**config.mk**
```make
export PLATFORM = sky130hd
export DESIGN_NAME = accumulator_bank
export DESIGN_NICKNAME = d
export VERILOG_FILES = /design/src/rtl/accumulator_bank_pkg.sv /design/src/rtl/accumulator_lane.sv /design/src/rtl/accumulator_bank.sv
export SDC_FILE = /design/constraint.sdc
export NUM_CORES = 1
export LEC_CHECK = 0
export ABC_CLOCK_PERIOD_IN_PS = 3200
export CELL_PAD_IN_SITES_DETAIL_PLACEMENT = 0
export CELL_PAD_IN_SITES_GLOBAL_PLACEMENT = 2
export CORE_MARGIN = 2
export CORE_UTILIZATION = 41
export DETAILED_ROUTE_END_ITERATION = 8
export GPL_TIMING_DRIVEN = 1
export PLACE_DENSITY_LB_ADDON = 0.1
export SLEW_MARGIN = 20
export SYNTH_ARGS = -nofsm -noshare
export SYNTH_HDL_FRONTEND = slang
export SYNTH_SLANG_ARGS = --single-unit
```
**constraint.sdc**
```tcl
create_clock -name clock -period 3.2 [get_ports clock]
set_clock_uncertainty 0.15 [all_clocks]
set_input_delay 0.32 -clock clock [delete_from_list [all_inputs] [get_ports clock]]
set_output_delay 0.32 -clock clock [all_outputs]
set_load 0.1 [all_outputs]
```
**src/rtl/accumulator_bank_pkg.sv**
```systemverilog
// Shared types and constants for the accumulator bank.
package accumulator_bank_pkg;

  typedef enum logic [1:0] {
    IDLE,
    DRAIN,
    SEND
  } state_t;

  // Bit positions inside the dump flag byte.
  localparam int unsigned OVF_BIT    = 1;
  localparam int unsigned CCARRY_BIT = 0;

  // Bytes per dump: count, flags, then the accumulator.
  function automatic int unsigned dump_bytes(input int unsigned acc_width);
    return 2 + acc_width / 8;
  endfunction

endpackage

```
**src/rtl/accumulator_lane.sv**
```systemverilog
// One accumulator channel: acc, add counter and sticky carry/overflow flags.
module accumulator_lane
  import accumulator_bank_pkg::*;
#(
  parameter int unsigned DATA_WIDTH = 8,
  parameter int unsigned ACC_WIDTH  = 16
) (
  input  logic                  clock,
  input  logic                  reset,
  input  logic                  add_en,
  input  logic [DATA_WIDTH-1:0] add_data,
  input  logic                  sat_mode,
  input  logic                  clear,
  output logic [ACC_WIDTH-1:0]  acc,
  output logic [7:0]            cnt,
  output logic                  ovf,
  output logic                  cnt_carry
);

  logic [ACC_WIDTH:0] sum;
  logic [8:0]         cnt_sum;

  // Widened sums so the carry out of each counter is visible.
  always_comb begin
    sum     = {1'b0, acc} + (ACC_WIDTH+1)'(add_data);
    cnt_sum = {1'b0, cnt} + 9'd1;
  end

  // Per-lane state: clear wins, otherwise a single-cycle read-modify-write add.
  always_ff @(posedge clock or negedge reset) begin
    if (!reset) begin
      acc       <= '0;
      cnt       <= '0;
      ovf       <= 1'b0;
      cnt_carry <= 1'b0;
    end else if (clear) begin
      acc       <= '0;
      cnt       <= '0;
      ovf       <= 1'b0;
      cnt_carry <= 1'b0;
    end else if (add_en) begin
      if (sum[ACC_WIDTH] && sat_mode) begin
        acc <= '1;
      end else begin
        acc <= sum[ACC_WIDTH-1:0];
      end
      ovf       <= ovf | sum[ACC_WIDTH];
      cnt       <= cnt_sum[7:0];
      cnt_carry <= cnt_carry | cnt_sum[8];
    end
  end

endmodule

```
**src/rtl/accumulator_bank.sv**
```systemverilog
// Multi-channel accumulator with a byte-serial dump port.
module accumulator_bank
  import accumulator_bank_pkg::*;
#(
  parameter int unsigned DATA_WIDTH = 8,
  parameter int unsigned ACC_WIDTH  = 16,
  parameter int unsigned CHANNELS   = 4
) (
  input  logic                        clock,
  input  logic                        reset,
  input  logic                        in_valid,
  output logic                        in_ready,
  input  logic [DATA_WIDTH-1:0]       in_data,
  input  logic [$clog2(CHANNELS)-1:0] in_chan,
  input  logic                        sat_mode,
  input  logic                        dump_req,
  input  logic [$clog2(CHANNELS)-1:0] dump_chan,
  input  logic                        dump_clear,
  output logic                        out_valid,
  input  logic                        out_ready,
  output logic [7:0]                  out_data,
  output logic                        out_last,
  output logic                        busy
);

  localparam int unsigned CH_W      = $clog2(CHANNELS);
  localparam int unsigned NB        = dump_bytes(ACC_WIDTH);
  localparam int unsigned ACC_BYTES = ACC_WIDTH / 8;
  localparam int unsigned IDX_W     = $clog2(NB);

  state_t state_q, state_d;
  logic [IDX_W-1:0] idx_q, idx_d;
  logic [CH_W-1:0]  lat_chan_q, lat_chan_d;
  logic             lat_clear_q, lat_clear_d;
  logic             clear_en;

  logic                  s1_valid;
  logic [DATA_WIDTH-1:0] s1_data;
  logic [CH_W-1:0]       s1_chan;
  logic                  s1_sat;

  logic [ACC_WIDTH-1:0] acc_arr [CHANNELS];
  logic [7:0]           cnt_arr [CHANNELS];
  logic                 ovf_arr [CHANNELS];
  logic                 cc_arr  [CHANNELS];

  logic [ACC_WIDTH-1:0] sel_acc;
  logic [7:0]           sel_byte;

  assign in_ready  = (state_q == IDLE);
  assign out_valid = (state_q == SEND);
  assign busy      = (state_q != IDLE);
  assign out_last  = out_valid && (idx_q == IDX_W'(NB - 1));
  assign out_data  = out_valid ? sel_byte : '0;

  // Stage 1: register the accepted operand.
  always_ff @(posedge clock or negedge reset) begin
    if (!reset) begin
      s1_valid <= 1'b0;
      s1_data  <= '0;
      s1_chan  <= '0;
      s1_sat   <= 1'b0;
    end else begin
      s1_valid <= in_valid && in_ready;
      s1_data  <= in_data;
      s1_chan  <= in_chan;
      s1_sat   <= sat_mode;
    end
  end

  // Stage 2: one lane per channel.
  for (genvar g = 0; g < CHANNELS; g++) begin : g_lane
    accumulator_lane #(
      .DATA_WIDTH(DATA_WIDTH),
      .ACC_WIDTH (ACC_WIDTH)
    ) u_lane (
      .clock    (clock),
      .reset    (reset),
      .add_en   (s1_valid && (s1_chan == CH_W'(g))),
      .add_data (s1_data),
      .sat_mode (s1_sat),
      .clear    (clear_en && (lat_chan_q == CH_W'(g))),
      .acc      (acc_arr[g]),
      .cnt      (cnt_arr[g]),
      .ovf      (ovf_arr[g]),
      .cnt_carry(cc_arr[g])
    );
  end

  // Dump FSM state and latched request.
  always_ff @(posedge clock or negedge reset) begin
    if (!reset) begin
      state_q     <= IDLE;
      idx_q       <= '0;
      lat_chan_q  <= '0;
      lat_clear_q <= 1'b0;
    end else begin
      state_q     <= state_d;
      idx_q       <= idx_d;
      lat_chan_q  <= lat_chan_d;
      lat_clear_q <= lat_clear_d;
    end
  end

  // Next-state logic; the clear pulse fires on the edge taking the last byte.
  always_comb begin
    state_d     = state_q;
    idx_d       = idx_q;
    lat_chan_d  = lat_chan_q;
    lat_clear_d = lat_clear_q;
    clear_en    = 1'b0;
    case (state_q)
      IDLE: begin
        if (dump_req) begin
          lat_chan_d  = dump_chan;
          lat_clear_d = dump_clear;
          state_d     = DRAIN;
        end
      end
      DRAIN: begin
        idx_d   = '0;
        state_d = SEND;
      end
      SEND: begin
        if (out_ready) begin
          if (idx_q == IDX_W'(NB - 1)) begin
            state_d  = IDLE;
            clear_en = lat_clear_q;
          end else begin
            idx_d = idx_q + 1'b1;
          end
        end
      end
      default: state_d = IDLE;
    endcase
  end

  // Byte selection: count, flags, then accumulator MSB byte first.
  always_comb begin
    sel_acc  = acc_arr[lat_chan_q];
    sel_byte = '0;
    if (idx_q == '0) begin
      sel_byte = cnt_arr[lat_chan_q];
    end else if (idx_q == IDX_W'(1)) begin
      sel_byte[OVF_BIT]    = ovf_arr[lat_chan_q];
      sel_byte[CCARRY_BIT] = cc_arr[lat_chan_q];
    end else begin
      for (int unsigned k = 0; k < ACC_BYTES; k++) begin
        if (idx_q == IDX_W'(k + 2)) begin
          sel_byte = sel_acc[(ACC_BYTES-1-k)*8 +: 8];
        end
      end
    end
  end

endmodule

```
== Yosys cells after proc, flatten, opt, wreduce, memory -nomap -nowiden ==
Cells that the tools add are included.

* Add/sub/neg operators: 9
* Order comparisons: 1
* Equal/unequal tests: 15
* Multiplexer cells: 64
* Bitwise gates (word level): 9
* Reduce and logical (&&, ||, !) cells: 27

{| class="wikitable"
|+ Operators by type and width
! cell !! count
|-
| 16-bit 2-to-1 mux || 14
|-
| 8-bit 2-to-1 mux || 14
|-
| 16-bit by 8-bit adder with 17-bit output || 4
|-
| 8-bit by 1-bit adder with 9-bit output (second input constant) || 4
|-
| 16-bit binary-select mux with 2-bit select || 1
|-
| 1-bit 2-to-1 mux || 23
|-
| 8-bit binary-select mux with 2-bit select || 1
|-
| 2-bit equality test (second input constant) || 7
|-
| 1-bit logical AND || 14
|-
| 2-bit 2-to-1 mux || 6
|-
| 2-bit nonzero test || 6
|-
| 2-bit by 1-bit equality test with 1-bit output (second input constant) || 4
|-
| 2-bit logical NOT || 4
|-
| 1-bit bitwise OR || 8
|-
| 6-bit 2-to-1 mux || 1
|-
| 2-bit by 1-bit != test with 1-bit output (second input constant) || 3
|-
| 2-bit one-hot mux with 3 select lines || 1
|-
| 3-bit AND reduction || 2
|-
| 1-bit binary-select mux with 2-bit select || 2
|-
| 2-bit one-hot mux with 2 select lines || 1
|-
| 3-bit >= comparator (second input constant) || 1
|-
| 2-bit NOT with 3-bit output || 1
|-
| 2-bit by 1-bit adder with 2-bit output (second input constant) || 1
|-
| 2-bit != test (second input constant) || 1
|-
| 2-bit AND reduction || 1
|}

* Register bits: 123
* Output and inout port bits: 12
* Logic and storage cells: 149

== Logic depth before layout (Yosys ltp) ==
* Depth after elaboration: 9
* Gate-level depth with buffers: 9
* Depth with buffers taken out: 8

== Cells and area by module ==
A second synthesis with hierarchy kept.

* Cells, all modules: 775
* Area, all modules: 8055.2 um2

{| class="wikitable"
|+ By module, submodules not included
! module !! times used !! cells an instance !! area each (um2)
|-
| accumulator_lane at g_lane[0].u_lane ... || 3 || 159 || 1617.8
|-
| accumulator_bank || 1 || 143 || 1650.3
|-
| accumulator_lane at g_lane[3].u_lane || 1 || 155 || 1551.5
|}

== Worst setup path after synthesis ==
Ideal clock, no wire load.

* Path kind: register to output
* Start: register idx_q[0]
* End: output port out_data[0]
* Data arrival time: 3.443 ns
* Path slack: -0.713 ns
* Cell stages (with the launch flop): 8
* Cells stage by stage: dfrtp_1 > ha_1 > nor2b_1 > clkbuf_1 > a22oi_1 > nor2_1 > a21oi_1 > o31ai_1

* Cells in the longest elaborated chain, start to end: 6
* Elaborated cells on any way between the ends: 9
* Those cells by class: eq/ne (3); mux (5); reduce/logical (1)

{| class="wikitable"
|+ Ends and longest elaborated chain
! element !! line !! text
|-
| from (decl) || accumulator_bank.sv:32 || <nowiki>logic [IDX_W-1:0] idx_q, idx_d;</nowiki>
|-
| from (signal assigned) || accumulator_bank.sv:99 || <nowiki>idx_q <= idx_d;</nowiki>
|-
| 2-bit equality test || accumulator_bank.sv:149 || <nowiki>if (idx_q == IDX_W'(k + 2)) begin</nowiki>
|-
| 8-bit 2-to-1 mux (2 in series) || accumulator_bank.sv:149 ||
|-
| 2-bit 2-to-1 mux || accumulator_bank.sv:144 || <nowiki>end else if (idx_q == IDX_W'(1)) begin</nowiki>
|-
| 8-bit 2-to-1 mux * || accumulator_bank.sv:142 || <nowiki>if (idx_q == '0) begin</nowiki>
|-
| 8-bit 2-to-1 mux * || accumulator_bank.sv:54 || <nowiki>assign out_data = out_valid ? sel_byte : '0;</nowiki>
|-
| to (decl) || accumulator_bank.sv:21 || <nowiki>output logic [7:0] out_data,</nowiki>
|}

Every way passes the cells marked *; elsewhere a longest branch is shown, timed or not.

== Worst setup path in the final report ==
* Start: register idx_q[0]
* End: output port out_data[1]

The elaborated chain is that of the path after synthesis.

==> flow_metrics.tcl <==
set metrics [dict create \
    outcome "completed" \
    min_period_over_period_pct 95.25 \
    die_h_um 140.8 \
    drc 0 \
    die-area_um2 19830 \
    whs_ns 0.1726 \
    synthTopCellsByArea "dfrtp_1 40%, mux4_2 7.0%, ha_1 6.5%" \
    multi_input_area_um2 4377 \
    maxCapViolCount 0 \
    clk_latency_ns 0.43 \
    hp-class "input port to flop" \
    port-buffer-count 30 \
    cp-start-kind "flop" \
    rsz0062_at_grt "false" \
    core-area_um2 18520 \
    final_util_pct 47.96 \
    ir_drop_mv 0.4647 \
    yosysMostFrequentCell "dfrtp_1" \
    synth_area_um2 7674 \
    grtUsageTotal_pct 22.70 \
    grt_overflow_total 0 \
    cts-root-buf "clkbuf_16" \
    worstHoldStart "in_data[1]" \
    path_clk_slew_ns 0.06 \
    syn_nets 817 \
    clock_sinks 123 \
    crit_path_max_fanout 13 \
    slowest_stage "dfrtp_1" \
    globalplace.congestion 0.8614 \
    syn_inst 754 \
    path_cells "ha_1 -> nor2b_2 -> a22oi_1 -> nor2_1 -> a21oi_1 -> o31ai_2 -> buf_12" \
    r2r_cells 8 \
    crit_arrival_ns 2.58 \
    hold_violations 0 \
    wl_mm 21.50 \
    fmax_mhz 328.1 \
    num_rows 50 \
    criticalPathCategory "flop to primary output" \
    cp-startpoint "idx_q[0]$_DFFE_PN0P_" \
    ys_warn_count 0 \
    synth_common_cells "123 x dfrtp_1, 88 x nor2_1, 56 x a21oi_1" \
    grt_start_max_net_pins 49 \
    insertedDiodeCount 0 \
    start_util_pct 41.44 \
    yosysTopAreaCell "dfrtp_1" \
    worstHoldPathCells 1 \
    leakagePower_nw 3.584 \
    layout-drive-gt1-share_pct 14.45 \
    min_to "s1_data[1]$_DFF_PN0_" \
    dp.final_hpwl_mm 16.14 \
    tightestPinTransition_ns 0.6867 \
    finalNetCount 846 \
    p_per_area_nw_per_um2 1093 \
    finalSetupViolations 0 \
    drt_iter0_markers 511 \
    syn2layout_area_growth_pct 15.73 \
    cts_buffers 17 \
    regArea_um2 3079 \
    grt_pass1_wl_mm 34.18 \
    postRouteAntennaNets 0 \
    ys_seq_area_share_pct 40.11 \
    relSlewSlack_pct 54.22 \
    die_w_um 140.8 \
    antenna_found_initial 1 \
    fin_crit_ns 3.048 \
    ys.flop_type "dfrtp_1" \
    cts_setup_buffers 0 \
    cp.required_ns 2.73 \
    wire_per_inst_um 20.87 \
    ctsLongestPathBuffers 2 \
    tritoncts "done" \
    async_reset_ff_share_pct 100.0 \
    reg2reg_from "s1_data[0]$_DFF_PN0_" \
    grt_pass1_vias 5980 \
    yosys.area.top_type_share_pct 40.11 \
    worst_r2r_endpoint "g_lane[3].u_lane.acc[14]$_DFFE_PN0P_" \
    synth_edf_count 0 \
    setup_tns_ns 0 \
    pin_count 31 \
    avgSynthCellArea_um2 10.18 \
    first_pass_iters 5 \
    viasPerCell 5.964 \
    vias 6143 \
    cts_htree_levels 4 \
    reg2reg_slack_ns 0.43 \
    critPathMaxStageDelay_ns 0.44 \
    endpoint_kind "primary output" \
    maxSlewViolCount 0 \
    synth-seq-cells 123 \
    n_fill_cell 1704 \
    yosys.cell_types.count 77 \
]
## layer usage
| layer | track usage (%) | up-vias | routed length (um) |
|---|---|---|---|
| li1 | - | 2888 | - |
| met1 | 34.68 | 3084 | 10860 |
| met2 | 33.53 | 153 | 9460 |
| met3 | 3.940 | 18 | 891 |
| met4 | 5.684 | 0 | 288 |
| met5 | 0 | - | 0 |
## how the worst max path moves through the flow
stage | end | slack (ns) | depth (start not counted)
CTS | out_data[0] | 0.14 | 7
detailed placement | out_data[0] | 0.42 | 7
global placement | g_lane[3].u_lane.acc[14]$_DFFE_PN0P_ | 0.46 | 8
finish | out_data[1] | 0.15 | 7
floorplan | busy | 0.03 | 2
global route | out_data[7] | 0.01 | 5
## critical path: cells and delay by family, from the launching register on
kind	cells	cell delay [ns]
buffers and inverters	1	0.22
AND/OR/NAND/NOR	2	0.53
flip-flops	1	0.44
adder cells (fa/ha/maj)	1	0.41
AO/OA/AOI/OAI	3	0.55
## where the power goes
part           total, mW  internal [mW]  switching, mW  leakage [nW]
clock               2.00           1.18          0.824         0.291
sequential          3.13           2.18          0.949          1.35
combinational       4.58           2.03           2.54          1.95
total               9.71           5.39           4.32          3.58
## flip-flops by register name (all words and copies together), names as in the netlist
| signal | flops |
|---|---|
| g_lane.u_lane.ovf | 4 |
| g_lane.u_lane.acc | 64 |
| s1_valid | 1 |
| g_lane.u_lane.cnt_carry | 4 |
| lat_clear_q | 1 |
| lat_chan_q | 2 |
| s1_data | 8 |
| state_q | 2 |
| g_lane.u_lane.cnt | 32 |
| idx_q | 2 |
| s1_sat | 1 |
| s1_chan | 2 |
## cells by family after synthesis
group,count (synthesis),synth area share (%)
simple gates,252,17.22
compound gates,205,17.59
flops,123,40.11
xor+xnor,51,5.821
buf+inv,46,3.016
fa+ha+maj,44,7.566
mux,33,8.674
## final cells by class
type,count,share of cell area [%]
Timing Repair Buffer,42,5.325
Multi-Input combinational cell,585,49.28
Clock inverter,15,2.043
Clock buffer,17,4.790
Sequential cell,123,34.67
Inverter,14,0.5917
Tap cell,234,3.297
## repair_timing
item	in CTS	in global routing
endpoints found under the setup margin	2	0
hold endpoints to repair	46	0
hold buffers	1	0
gates resized for setup	1	0
## cell usage in the layout (no fill, tap or decap), types with 13 or more instances in the layout
cell / synthesis / final
dfrtp_1: 123 / 122
nor2_1: 88 / 88
a21oi_1: 56 / 56
o21ai_0: 43 / 43
nand2_1: 42 / 42
ha_1: 40 / 40
xor2_1: 30 / 30
mux4_2: 24 / 24
and3_1: 23 / 23
xnor2_1: 21 / 21
a31oi_1: 21 / 21
nor3_1: 21 / 21
nand3_1: 19 / 19
clkbuf_16: 0 / 17
clkdlybuf4s50_1: 0 / 17
buf_4: 6 / 15
a211oi_1: 14 / 14
inv_1: 13 / 13
## stage by stage
step	std cells	cell area, um^2	power (mW)	setup slack (ns)
floorplan	754	7684	6.341	0.03054
global placement	997	8262	7.594	0.4610
detailed placement	997	8262	7.669	0.4216
CTS	1030	8881	9.713	0.1417
global route	1030	8881	10.34	0.01051
finish	1030	8881	9.709	0.1519
(Power assumes the default switching activity.)
